**src/rtl/axi_pkg.sv**
```systemverilog
// Shared AXI definitions: burst encoding, response codes and the read
// responder's state encoding. Used by the read responder and the burst
// address calculator (which the write path also instantiates).
package axi_pkg;

  typedef enum logic [1:0] {
    BURST_FIXED = 2'b00,
    BURST_INCR  = 2'b01,
    BURST_WRAP  = 2'b10,
    BURST_RSVD  = 2'b11
  } burst_e;

  localparam logic [1:0] RESP_OKAY   = 2'b00;
  localparam logic [1:0] RESP_SLVERR = 2'b10;

  typedef enum logic [1:0] {
    ST_IDLE = 2'b00,
    ST_REQ  = 2'b01,
    ST_WAIT = 2'b10,
    ST_SEND = 2'b11
  } rd_state_e;

endpackage

```
**src/rtl/axi_burst_addr.sv**
```systemverilog
// Combinational next-beat address for AXI FIXED / INCR / WRAP bursts.
// Reserved burst type 11 falls through to INCR. All adds wrap modulo
// 2^ADDR_WIDTH; the 4 KB boundary is deliberately not considered.
module axi_burst_addr
  import axi_pkg::*;
#(
  parameter int ADDR_WIDTH = 64
) (
  input  logic [ADDR_WIDTH-1:0] addr_i,
  input  burst_e                burst_i,
  input  logic [2:0]            size_i,
  input  logic [7:0]            len_i,
  output logic [ADDR_WIDTH-1:0] next_addr_o
);

  localparam logic [ADDR_WIDTH-1:0] ONE = ADDR_WIDTH'(1);

  logic [ADDR_WIDTH-1:0] inc;
  logic [ADDR_WIDTH-1:0] wrap_mask;

  assign inc       = ONE << size_i;
  // Wrap window is the whole burst: (len+1) beats of 2^size bytes.
  assign wrap_mask = ((ADDR_WIDTH'(len_i) + ONE) << size_i) - ONE;

  // Select the next address by burst type.
  always_comb begin
    case (burst_i)
      BURST_FIXED: next_addr_o = addr_i;
      BURST_WRAP:  next_addr_o = (addr_i & ~wrap_mask) | ((addr_i + inc) & wrap_mask);
      // Aligning before the add makes only the first INCR beat unaligned.
      default:     next_addr_o = (addr_i & ~(inc - ONE)) + inc;
    endcase
  end

endmodule

```
**src/rtl/axi_read_responder.sv**
```systemverilog
// AXI read-data-channel responder: pops one AR request, issues one cache
// lookup per beat, and returns each beat on R with rid/rresp/rlast.
// Optional feature macro RD_BURST_CHECK_EN: when defined, illegal AR
// requests bypass the cache and return len+1 SLVERR beats with zero data.
module axi_read_responder
  import axi_pkg::*;
#(
  parameter int ADDR_WIDTH = 64,
  parameter int ID_WIDTH   = 4,
  parameter int DATA_WIDTH = 64
) (
  input  logic                  clk,
  input  logic                  rst_n,
  input  logic                  ar_valid,
  output logic                  ar_ready,
  input  logic [ADDR_WIDTH-1:0] ar_addr,
  input  logic [ID_WIDTH-1:0]   ar_id,
  input  logic [1:0]            ar_burst,
  input  logic [2:0]            ar_size,
  input  logic [7:0]            ar_len,
  output logic                  rd_req_valid,
  input  logic                  rd_req_ready,
  output logic [ADDR_WIDTH-1:0] rd_req_addr,
  input  logic                  rd_rsp_valid,
  input  logic [DATA_WIDTH-1:0] rd_rsp_data,
  input  logic                  rd_rsp_err,
  output logic                  rvalid,
  input  logic                  rready,
  output logic [DATA_WIDTH-1:0] rdata,
  output logic [ID_WIDTH-1:0]   rid,
  output logic [1:0]            rresp,
  output logic                  rlast
);

  rd_state_e             state_q, state_d;
  logic [ADDR_WIDTH-1:0] addr_q, addr_d;
  logic [ID_WIDTH-1:0]   id_q, id_d;
  burst_e                burst_q, burst_d;
  logic [2:0]            size_q, size_d;
  logic [7:0]            len_q, len_d;
  logic [7:0]            cnt_q, cnt_d;
  logic [DATA_WIDTH-1:0] rdata_q, rdata_d;
  logic [1:0]            rresp_q, rresp_d;
  logic                  illegal_q, illegal_d;

  logic                  ar_hs;
  logic                  last_beat;
  logic                  ar_illegal;
  logic [ADDR_WIDTH-1:0] next_addr;

`ifdef RD_BURST_CHECK_EN
  localparam logic [2:0] MAX_SIZE = 3'($clog2(DATA_WIDTH / 8));
  localparam logic [ADDR_WIDTH-1:0] ONE = ADDR_WIDTH'(1);

  // Flag AR requests the cache must never see.
  always_comb begin
    ar_illegal = (ar_burst == BURST_RSVD) || (ar_size > MAX_SIZE);
    if (ar_burst == BURST_WRAP) begin
      if (!(ar_len == 8'd1 || ar_len == 8'd3 || ar_len == 8'd7 || ar_len == 8'd15))
        ar_illegal = 1'b1;
      if ((ar_addr & ((ONE << ar_size) - ONE)) != '0)
        ar_illegal = 1'b1;
    end
  end
`else
  assign ar_illegal = 1'b0;
`endif

  // ar_ready is gated by rst_n so it reads 0 for the whole reset pulse.
  assign ar_ready     = rst_n && (state_q == ST_IDLE);
  assign ar_hs        = ar_valid && ar_ready;
  assign last_beat    = (cnt_q == len_q);
  assign rd_req_valid = (state_q == ST_REQ);
  assign rd_req_addr  = (state_q == ST_REQ) ? addr_q : '0;
  assign rvalid       = (state_q == ST_SEND);
  assign rlast        = (state_q == ST_SEND) && last_beat;
  assign rdata        = rdata_q;
  assign rresp        = rresp_q;
  assign rid          = id_q;

  axi_burst_addr #(
    .ADDR_WIDTH (ADDR_WIDTH)
  ) u_burst_addr (
    .addr_i      (addr_q),
    .burst_i     (burst_q),
    .size_i      (size_q),
    .len_i       (len_q),
    .next_addr_o (next_addr)
  );

  // Burst FSM: IDLE -> REQ -> WAIT -> SEND, looping per beat.
  always_comb begin
    // NOTE: every _d defaults to its _q first, so no path can infer a latch.
    state_d   = state_q;
    addr_d    = addr_q;
    id_d      = id_q;
    burst_d   = burst_q;
    size_d    = size_q;
    len_d     = len_q;
    cnt_d     = cnt_q;
    rdata_d   = rdata_q;
    rresp_d   = rresp_q;
    illegal_d = illegal_q;
    case (state_q)
      ST_IDLE: begin
        if (ar_hs) begin
          addr_d    = ar_addr;
          id_d      = ar_id;
          burst_d   = burst_e'(ar_burst);
          size_d    = ar_size;
          len_d     = ar_len;
          cnt_d     = '0;
          illegal_d = ar_illegal;
          if (ar_illegal) begin
            rdata_d = '0;
            rresp_d = RESP_SLVERR;
            state_d = ST_SEND;
          end else begin
            state_d = ST_REQ;
          end
        end
      end
      ST_REQ: begin
        if (rd_req_ready) state_d = ST_WAIT;
      end
      ST_WAIT: begin
        if (rd_rsp_valid) begin
          rdata_d = rd_rsp_data;
          rresp_d = rd_rsp_err ? RESP_SLVERR : RESP_OKAY;
          state_d = ST_SEND;
        end
      end
      default: begin // ST_SEND
        if (rready) begin
          if (last_beat) begin
            state_d = ST_IDLE;
          end else begin
            cnt_d = cnt_q + 8'd1;
            // Illegal bursts stay in SEND; rdata/rresp already hold 0/SLVERR.
            if (!illegal_q) begin
              addr_d  = next_addr;
              state_d = ST_REQ;
            end
          end
        end
      end
    endcase
  end

  // State and datapath registers; reset drops any in-flight burst.
  always_ff @(posedge clk or negedge rst_n) begin
    if (!rst_n) begin
      state_q   <= ST_IDLE;
      addr_q    <= '0;
      id_q      <= '0;
      burst_q   <= BURST_FIXED;
      size_q    <= '0;
      len_q     <= '0;
      cnt_q     <= '0;
      rdata_q   <= '0;
      rresp_q   <= RESP_OKAY;
      illegal_q <= 1'b0;
    end else begin
      // NOTE: non-blocking so every register samples pre-edge values.
      state_q   <= state_d;
      addr_q    <= addr_d;
      id_q      <= id_d;
      burst_q   <= burst_d;
      size_q    <= size_d;
      len_q     <= len_d;
      cnt_q     <= cnt_d;
      rdata_q   <= rdata_d;
      rresp_q   <= rresp_d;
      illegal_q <= illegal_d;
    end
  end

endmodule

```
**config.mk**
```make
export PLATFORM = sky130hd
export DESIGN_NAME = axi_read_responder
export DESIGN_NICKNAME = d
export VERILOG_FILES = /design/src/rtl/axi_pkg.sv /design/src/rtl/axi_burst_addr.sv /design/src/rtl/axi_read_responder.sv
export SDC_FILE = /design/constraint.sdc
export NUM_CORES = 1
export LEC_CHECK = 0
export BUFFER_PORTS_ARGS = -buffer_cell sky130_fd_sc_hd__buf_2
export CORE_MARGIN = 2
export CORE_UTILIZATION = 30
export CTS_CLUSTER_DIAMETER = 120
export CTS_CLUSTER_SIZE = 30
export DETAILED_ROUTE_END_ITERATION = 12
export GPL_TIMING_DRIVEN = 1
export PLACE_DENSITY = 0.58
export SLEW_MARGIN = 20
export SYNTH_ARGS = -nofsm -noshare
export SYNTH_HDL_FRONTEND = slang
export SYNTH_SLANG_ARGS = --single-unit
```
**constraint.sdc**
```tcl
create_clock -name clk -period 5.6 [get_ports clk]
set_clock_uncertainty 0.2 [all_clocks]
set_input_delay 0.84 -clock clk [delete_from_list [all_inputs] [get_ports clk]]
set_output_delay 0.84 -clock clk [all_outputs]
set_load 0.02 [all_outputs]
```
[After elaboration in Yosys (flattened, before gate mapping)]
Index checks and enable logic that the tools add are counted.
Storage, ports and cells
  bits in registers: 157
  bits in latches: 0
  bits in writable memories: 0
  ROM bits: 0
  bits of input ports: 152
  word-level logic and storage cells: 64
  memories kept: 0
Operators by class
  $add $sub $neg: 6
  multiply operators: 0
  div/mod/pow operators: 0
  magnitude comparators: 0
  equality and inequality tests: 10
  shifts and indexed selects: 2
  multiplexer cells: 17
  bitwise gates (word level): 7
  reductions and logical operators: 13
Operators with widths (number)
  $mux 64: 4
  $pmux 64 s2: 2
  $and 64x64->64: 3
  $add 64x64->64: 2
  $not 64->64: 2
  $sub 64x1->64 const B: 2
  $or 64x64->64: 1
  $shl 1x3->64 const A: 1
  $shl 64x3->64: 1
  $mux 8: 3
  $pmux 8 s2: 1
  $mux 2: 5
  $add 8x1->9 const B: 1
  $add 8x1->8 const B: 1
  $eq 8x8->1: 1
  $reduce_and 4->1: 2
  $eq 2x2->1 const B: 3
  $ne 2x2->1 const B: 3
  $pmux 2 s3: 1
  $reduce_and 5->1: 1
  $logic_not 2->1: 2
  $ne 2x1->1 const B: 2
  $reduce_and 2->1: 2
  $reduce_bool 4->1: 1
  6 further kinds: 8

[Longest topological paths before layout]
Gate-level depths: netlist of run 1.
  depth in word-level cells: 10
  gate-level depth with buffers: 18

[Hierarchy]
A second synthesis of run 1 with hierarchy kept.
Second synthesis, totals
  cells, all modules: 1392
  area, all modules: 11966.5 um2
By module, submodules not included
  axi_read_responder: times used 1, cells each 631, area each 7201.9 um2, sequential area each 3903.7 um2
  axi_burst_addr: times used 1, cells each 761, area each 4764.6 um2, sequential area each 0.0 um2

[Worst setup path before layout of run 1]
OpenSTA, ideal clock, no wires.
  path type: register to register
  start: reg size_q[0]
  end: reg (tool-made name)
  arrival time: 3.680 ns
  required time: 5.262 ns
  setup slack: 1.582 ns
  stages on the path, launching flop included: 18
  buffers on the path: 4
  period minus slack after synthesis: 4.018 ns
  cells stage by stage: dfrtp_1 > buf_4 > buf_6 > buf_6 > clkbuf_1 > nor2_1 > ha_1 > inv_1 > fa_1 > inv_1 > o21ai_0 > a21oi_1 > o41ai_1 > nor2_1 > a41oi_1 > o21ba_2 > a31o_2 > a211oi_2
RTL lines
  start: declaration: line axi_read_responder.sv:39  | logic [2:0] size_q, size_d;
  start signal: assignment: line axi_read_responder.sv:169  | size_q <= size_d;

==> out/qor.yml, run 1 <==
cp.arrival_ps: 5080
syn-instance-count: 1422
postCtsSetupRepairBufs: 0
dpl.hpwl_um: 34300
cts_sinks: 156
crit_type: "flip-flop to flip-flop"
synth-seq-area-share_pct: 32.9
ctsResizeCount: 0
final_common_cell: "buf_2"
cp_max_fo: 13
area_growth_pct: 20.9
slew_headroom_pct: 28.6
firstDrtPassIters: 6
totalWireLength_um: 45800
synth_largest_area_cell: "dfrtp_1"
rrSetupSlack_ps: 660
clk_latency_ps: 450
tightest_slew_ps: 1060
critical_path.cell_chain: "ha_1 > and3_1 > xnor2_1 > o221ai_1 > o32a_1 > or4b_1 > a2111oi_4 > a31oi_1 > nor2_1 > a211oi_1 > a311oi_1"
viasPerCell: 5.56
syn_area_um2: 11900
core_um2: 38800
cts-root-buf: "clkbuf_16"
synth_top_area_share_pct: 32.9
synth_warnings: 0
h-tree-depth: 4
max_cap_viol_count: 0
slowest_stage: "a2111oi_4"
ys.flop_type: "dfrtp_1"
hold_slack_ps: 108
vias: 12157
critPathRequiredTime_ps: 5740
n_fill_cell: 4100
gp_congestion: 0.938
finalCriticalPeriod_ps: 4940
dieArea_um2: 41100
postSynthAreaPerCell_um2: 8.34
first_global_vias: 11768
critical_path.max_stage_delay_ps: 920
synthTopCellsByArea: "dfrtp_1 (33%), mux2_2 (8.6%), and2_1 (4.1%)"
irDropWorstVdd_v: 0.000320
antenna_found_initial: 6
hold_buffers: 0
power_leakage_uw: 0.00624
start_kind: "flip-flop"
grt_overflow_total: 0
rows: 72
io_buffers: 288
grt_setup_unrepaired: "false"
final-hold-violation-count: 0
grt_usage_pct: 21.8
cts_inserted_buffers: 17
drcViolationCount: 0
post_drt_wl_per_cell_um: 20.9
cp-end-kind: "flip-flop"
nNetsFinal: 1826
async_flop_share_pct: 100
powerDensity_nw_per_um2: 602
clk_pin_slew_ps: 80
clk_path_buf_depth: 2
tns_ps: 0
synth_edf_count: 0
outcome: "complete, no violations"
slew_viol_final: 0
seq_area_um2: 3900
synth_nets: 1595
most-common-layout-cells: "buf_2 (287), dfrtp_1 (156), nor2_1 (129)"
start_util_pct: 30.6
synth.distinct_cells: 89
ant_nets: 0
synth_seq_cells: 156
setup_viol: 0
period_share_pct: 88.3
multi_input_area_um2: 7430
utilization_pct: 36.9
clock.fmax_mhz: 202
die_h_um: 203
min_path_type: "input port to async pin"
drt_iter0_drc: 1163
dieWidth_um: 203
drive_gt1_share_pct: 28.0
grt_pass1_wl_um: 69800
tritoncts: "done"
grt_max_degree: 72
io_pins: 290
-- worst max-delay path, delay by kind of cell, from the launching register on --
family	cells	cell delay, ps
AO/OA/AOI/OAI	6	2170
adder cells (fa/ha/maj)	1	450
flip-flops	1	540
AND/OR/NAND/NOR	3	1290
XOR/XNOR	1	180
-- report_power, final --
part / switching, uW / leakage (uW) / total [uW] / internal [uW]
clock: 572 / 0.000290 / 1210 / 637
sequential: 765 / 0.00191 / 2410 / 1650
combinational: 3060 / 0.00403 / 5010 / 1950
-- layer usage --
metal  vias to the layer above  wire [um]  track usage, %  part of all wire [%]
met5                         -         26               0                 0.057
met4                         4       2010            10.0                   4.4
met3                       101       4020            4.75                   8.8
met2                       624      20500            34.3                    45
met1                      5816      19200            28.6                    42
li1                       5612          -               -                     -
-- cell usage after synthesis, types with 11 or more instances --
library cell and count:
ha_1 20, buf_2 14, clkbuf_1 74, nand2b_1 17, xor2_1 36, nand3_1 42, inv_1 28, nand2_1 120
and2_1 78, o21a_1 12, a211oi_1 23, a21oi_1 65, o21ai_0 93, mux2_2 91, or3_1 16, o22ai_1 19
a31oi_1 14, nor3_1 63, nor2b_1 11, and3_1 40, nor2_1 129, dfrtp_1 156, xnor2_1 48, nand4_1 29
-- layout make-up --
cell class	count	area share, %
Antenna cell	3	0.0524
Clock buffer	17	2.97
Clock inverter	15	1.21
Inverter	29	0.759
Multi-Input combinational cell	1135	51.8
Sequential cell	156	27.2
Tap cell	518	4.52
Timing Repair Buffer	314	11.5
-- logic make-up (layout without fill, tap and decap cells) --
family,count (synthesis),count (layout),synth area share (%)
flops,156,156,32.9
xor+xnor,84,84,6.20
compound gates,349,349,19.8
fa+ha+maj,23,23,2.45
simple gates,582,582,24.8
buf+inv,131,375,4.70
mux,96,96,9.06
other cells,1,4,0.0316
-- final timing paths --
| check | startpoint | endpoint | cells after the start |
|---|---|---|---|
| max | len_q[0] | flip-flop | 11 |
| min | rst_n | async pin | 1 |
| max reg2reg | len_q[0] | flip-flop | 11 |
| min reg2reg | rdata[9] | rdata[9] | 1 |
| max in group asynchronous | rst_n | rdata[8] | 2 |
| min in group clk | rdata[9] | rdata[9] | 1 |
-- through the flow --
step	std cells	total power (uW)	worst slack, ps	cell area, um^2
floorplan	1422	5780	1580	11900
global placement	2151	7290	868	13700
detailed placement	2151	7350	748	13700
CTS	2183	8590	732	14300
global route	2185	9220	294	14300
finish	2187	8630	656	14300
Note: power is estimated with default switching activity, not from simulation.
==> inputs of run 2 (changes only) <==
CTS_BUF_LIST = sky130_fd_sc_hd__clkbuf_4 sky130_fd_sc_hd__clkbuf_8   (was default)
==> run 2 against run 1 <==
Flip-flop and latch count unchanged. Via count about the same. Die area unchanged. Critical path type unchanged. Sequential share of layout area up 0.38 points. Setup slack worse by 19 ps. Fmax down 0.37%. Cell count about the same. Critical path depth unchanged. Largest cell class unchanged.
==> out/qor.yml, run 2 (same netlist as run 1, synthesis figures left out) <==
outcome: "complete, no violations"
critPathLaunch: "len_q[0]"
h-tree-depth: 4  # unchanged
io_pins: 290  # unchanged
cp_max_fo: 14  # +1
max_cap_viol_count: 0  # unchanged
cp.arrival_ps: 5150  # +70 ps
area_growth_pct: 19.2
n_fill_cell: 4113  # +0.32%
nNetsFinal: 1825  # -0.055%
min_path_type: "input port to async pin"
power_leakage_uw: 0.00614  # -1.5%
first_global_vias: 11757  # -0.093%
critPathRequiredTime_ps: 5790  # +50 ps
clk_pin_slew_ps: 110  # +30 ps
most-common-layout-cells: "buf_2 (287), dfrtp_1 (156), nor2_1 (129)"
clk_latency_ps: 510  # +60 ps
tns_ps: 0  # unchanged
grt_overflow_total: 0  # unchanged
final_common_cell: "buf_2"
tightest_slew_ps: 1120  # +58.3 ps
ant_nets: 0  # unchanged
finalCriticalPeriod_ps: 4960  # +18.5 ps
final-hold-violation-count: 0  # unchanged
cp-end-kind: "flip-flop"
postCtsSetupRepairBufs: 0  # unchanged
crit_type: "flip-flop to flip-flop"
io_buffers: 288  # unchanged
vias: 12166  # +0.074%
powerDensity_nw_per_um2: 590  # -2.1%
cts-root-buf: "clkbuf_8"
dieArea_um2: 41100  # unchanged
dr_wl_met3_um: 4050  # +0.95%
p_total_uw: 8340  # -3.4%
ctsResizeCount: 0  # unchanged
drt_iter0_drc: 1113  # -4.3%
seq_area_um2: 3900  # unchanged
rows: 72  # unchanged
grt_usage_pct: 21.7  # -0.064 points
dieWidth_um: 203  # unchanged
setup_viol: 0  # unchanged
antenna_found_initial: 6  # unchanged
grt_pass1_wl_um: 69600  # -0.31%
start_util_pct: 30.6  # unchanged
viasPerCell: 5.57  # +0.12%
slew_headroom_pct: 25.1  # -3.5 points
post_drt_wl_per_cell_um: 20.9  # -0.21%
firstDrtPassIters: 5  # -1
die_h_um: 203  # unchanged
clk_path_buf_depth: 2  # unchanged
totalWireLength_um: 45600  # -0.25%
gp_congestion: 0.938  # unchanged
cts_inserted_buffers: 17  # unchanged
drive_gt1_share_pct: 27.9  # -0.043 points
irDropWorstVdd_v: 0.000322  # +0.58%
cts_sinks: 156  # unchanged
r2r_start: "len_q[0]"
drcViolationCount: 0  # unchanged
grt_setup_unrepaired: "false"
m1WireLength_um: 19100  # -0.20%
hold_buffers: 0  # unchanged
met2_length_um: 20500  # about the same
multi_input_area_um2: 7430  # unchanged
period_share_pct: 88.6  # +0.33 points
start_kind: "flip-flop"
clock.fmax_mhz: 202  # -0.37%
core_um2: 38800  # unchanged
slew_viol_final: 0  # unchanged
highest_layer: "met5"
dpl.hpwl_um: 34300  # unchanged
grt_max_degree: 72  # unchanged
tritoncts: "done"
-- run 2: cell count changes in the layout (fill, tap and decap cells not counted) --
cell       change
buf_4          -1
clkbuf_16     -17
clkbuf_8      +17
-- run 2: worst max-delay path, cell delays in order (launching register included) --
cell	delay, ps
dfrtp_1	550
ha_1	450
and3_1	270
mux2i_1	320
a211oi_1	90
o21a_1	220
or4b_1	700
a2111oi_4	920
nand3_2	500
a21oi_1	380
and3_1	210
nor3_1	50
-- run 2: power by group --
part           switching [uW]  total [uW]  leakage, uW  internal (uW)
combinational            3070        5010      0.00403           1950
clock                     541         916     0.000203            375
sequential                764        2410      0.00191           1640
-- run 2: final timing paths --
check | to | slack (ps) | cells after the start
max reg2reg | flip-flop | 640 | 11
min | async pin | 50 | 1
max in group asynchronous | state_q[0] | 3870 | 2
max | flip-flop | 640 | 11
min reg2reg | rdata[50] | 310 | 1
min in group clk | rdata[50] | 310 | 1
-- run 2: area by class of cell --
class	count	share of cell area [%]
Multi-Input combinational cell	1135	52.5
Timing Repair Buffer	313	11.6
Inverter	29	0.770
Clock inverter	15	1.23
Antenna cell	3	0.0531
Sequential cell	156	27.6
Tap cell	518	4.58
Clock buffer	17	1.65
-- run 2: metal layers --
layer	GRT usage [%]	up-vias
met5	0	-
met4	9.41	4
met3	4.77	102
met2	34.4	648
met1	28.6	5809
li1	-	5603
-- run 2: per-stage QoR --
| stage | utilization, % | worst slack [ps] | cell area, um^2 | cells | hold slack, ps |
|---|---|---|---|---|---|
| finish | 36.4 | 638 | 14100 | 2186 | 52.3 |
| floorplan | - | 1580 | 11900 | 1422 | 282 |
| CTS | 36.4 | 726 | 14100 | 2183 | 47.1 |
| global placement | 35.3 | 868 | 13700 | 2151 | 284 |
| global route | 36.4 | 291 | 14100 | 2184 | 65.3 |
| detailed placement | 35.3 | 748 | 13700 | 2151 | 288 |
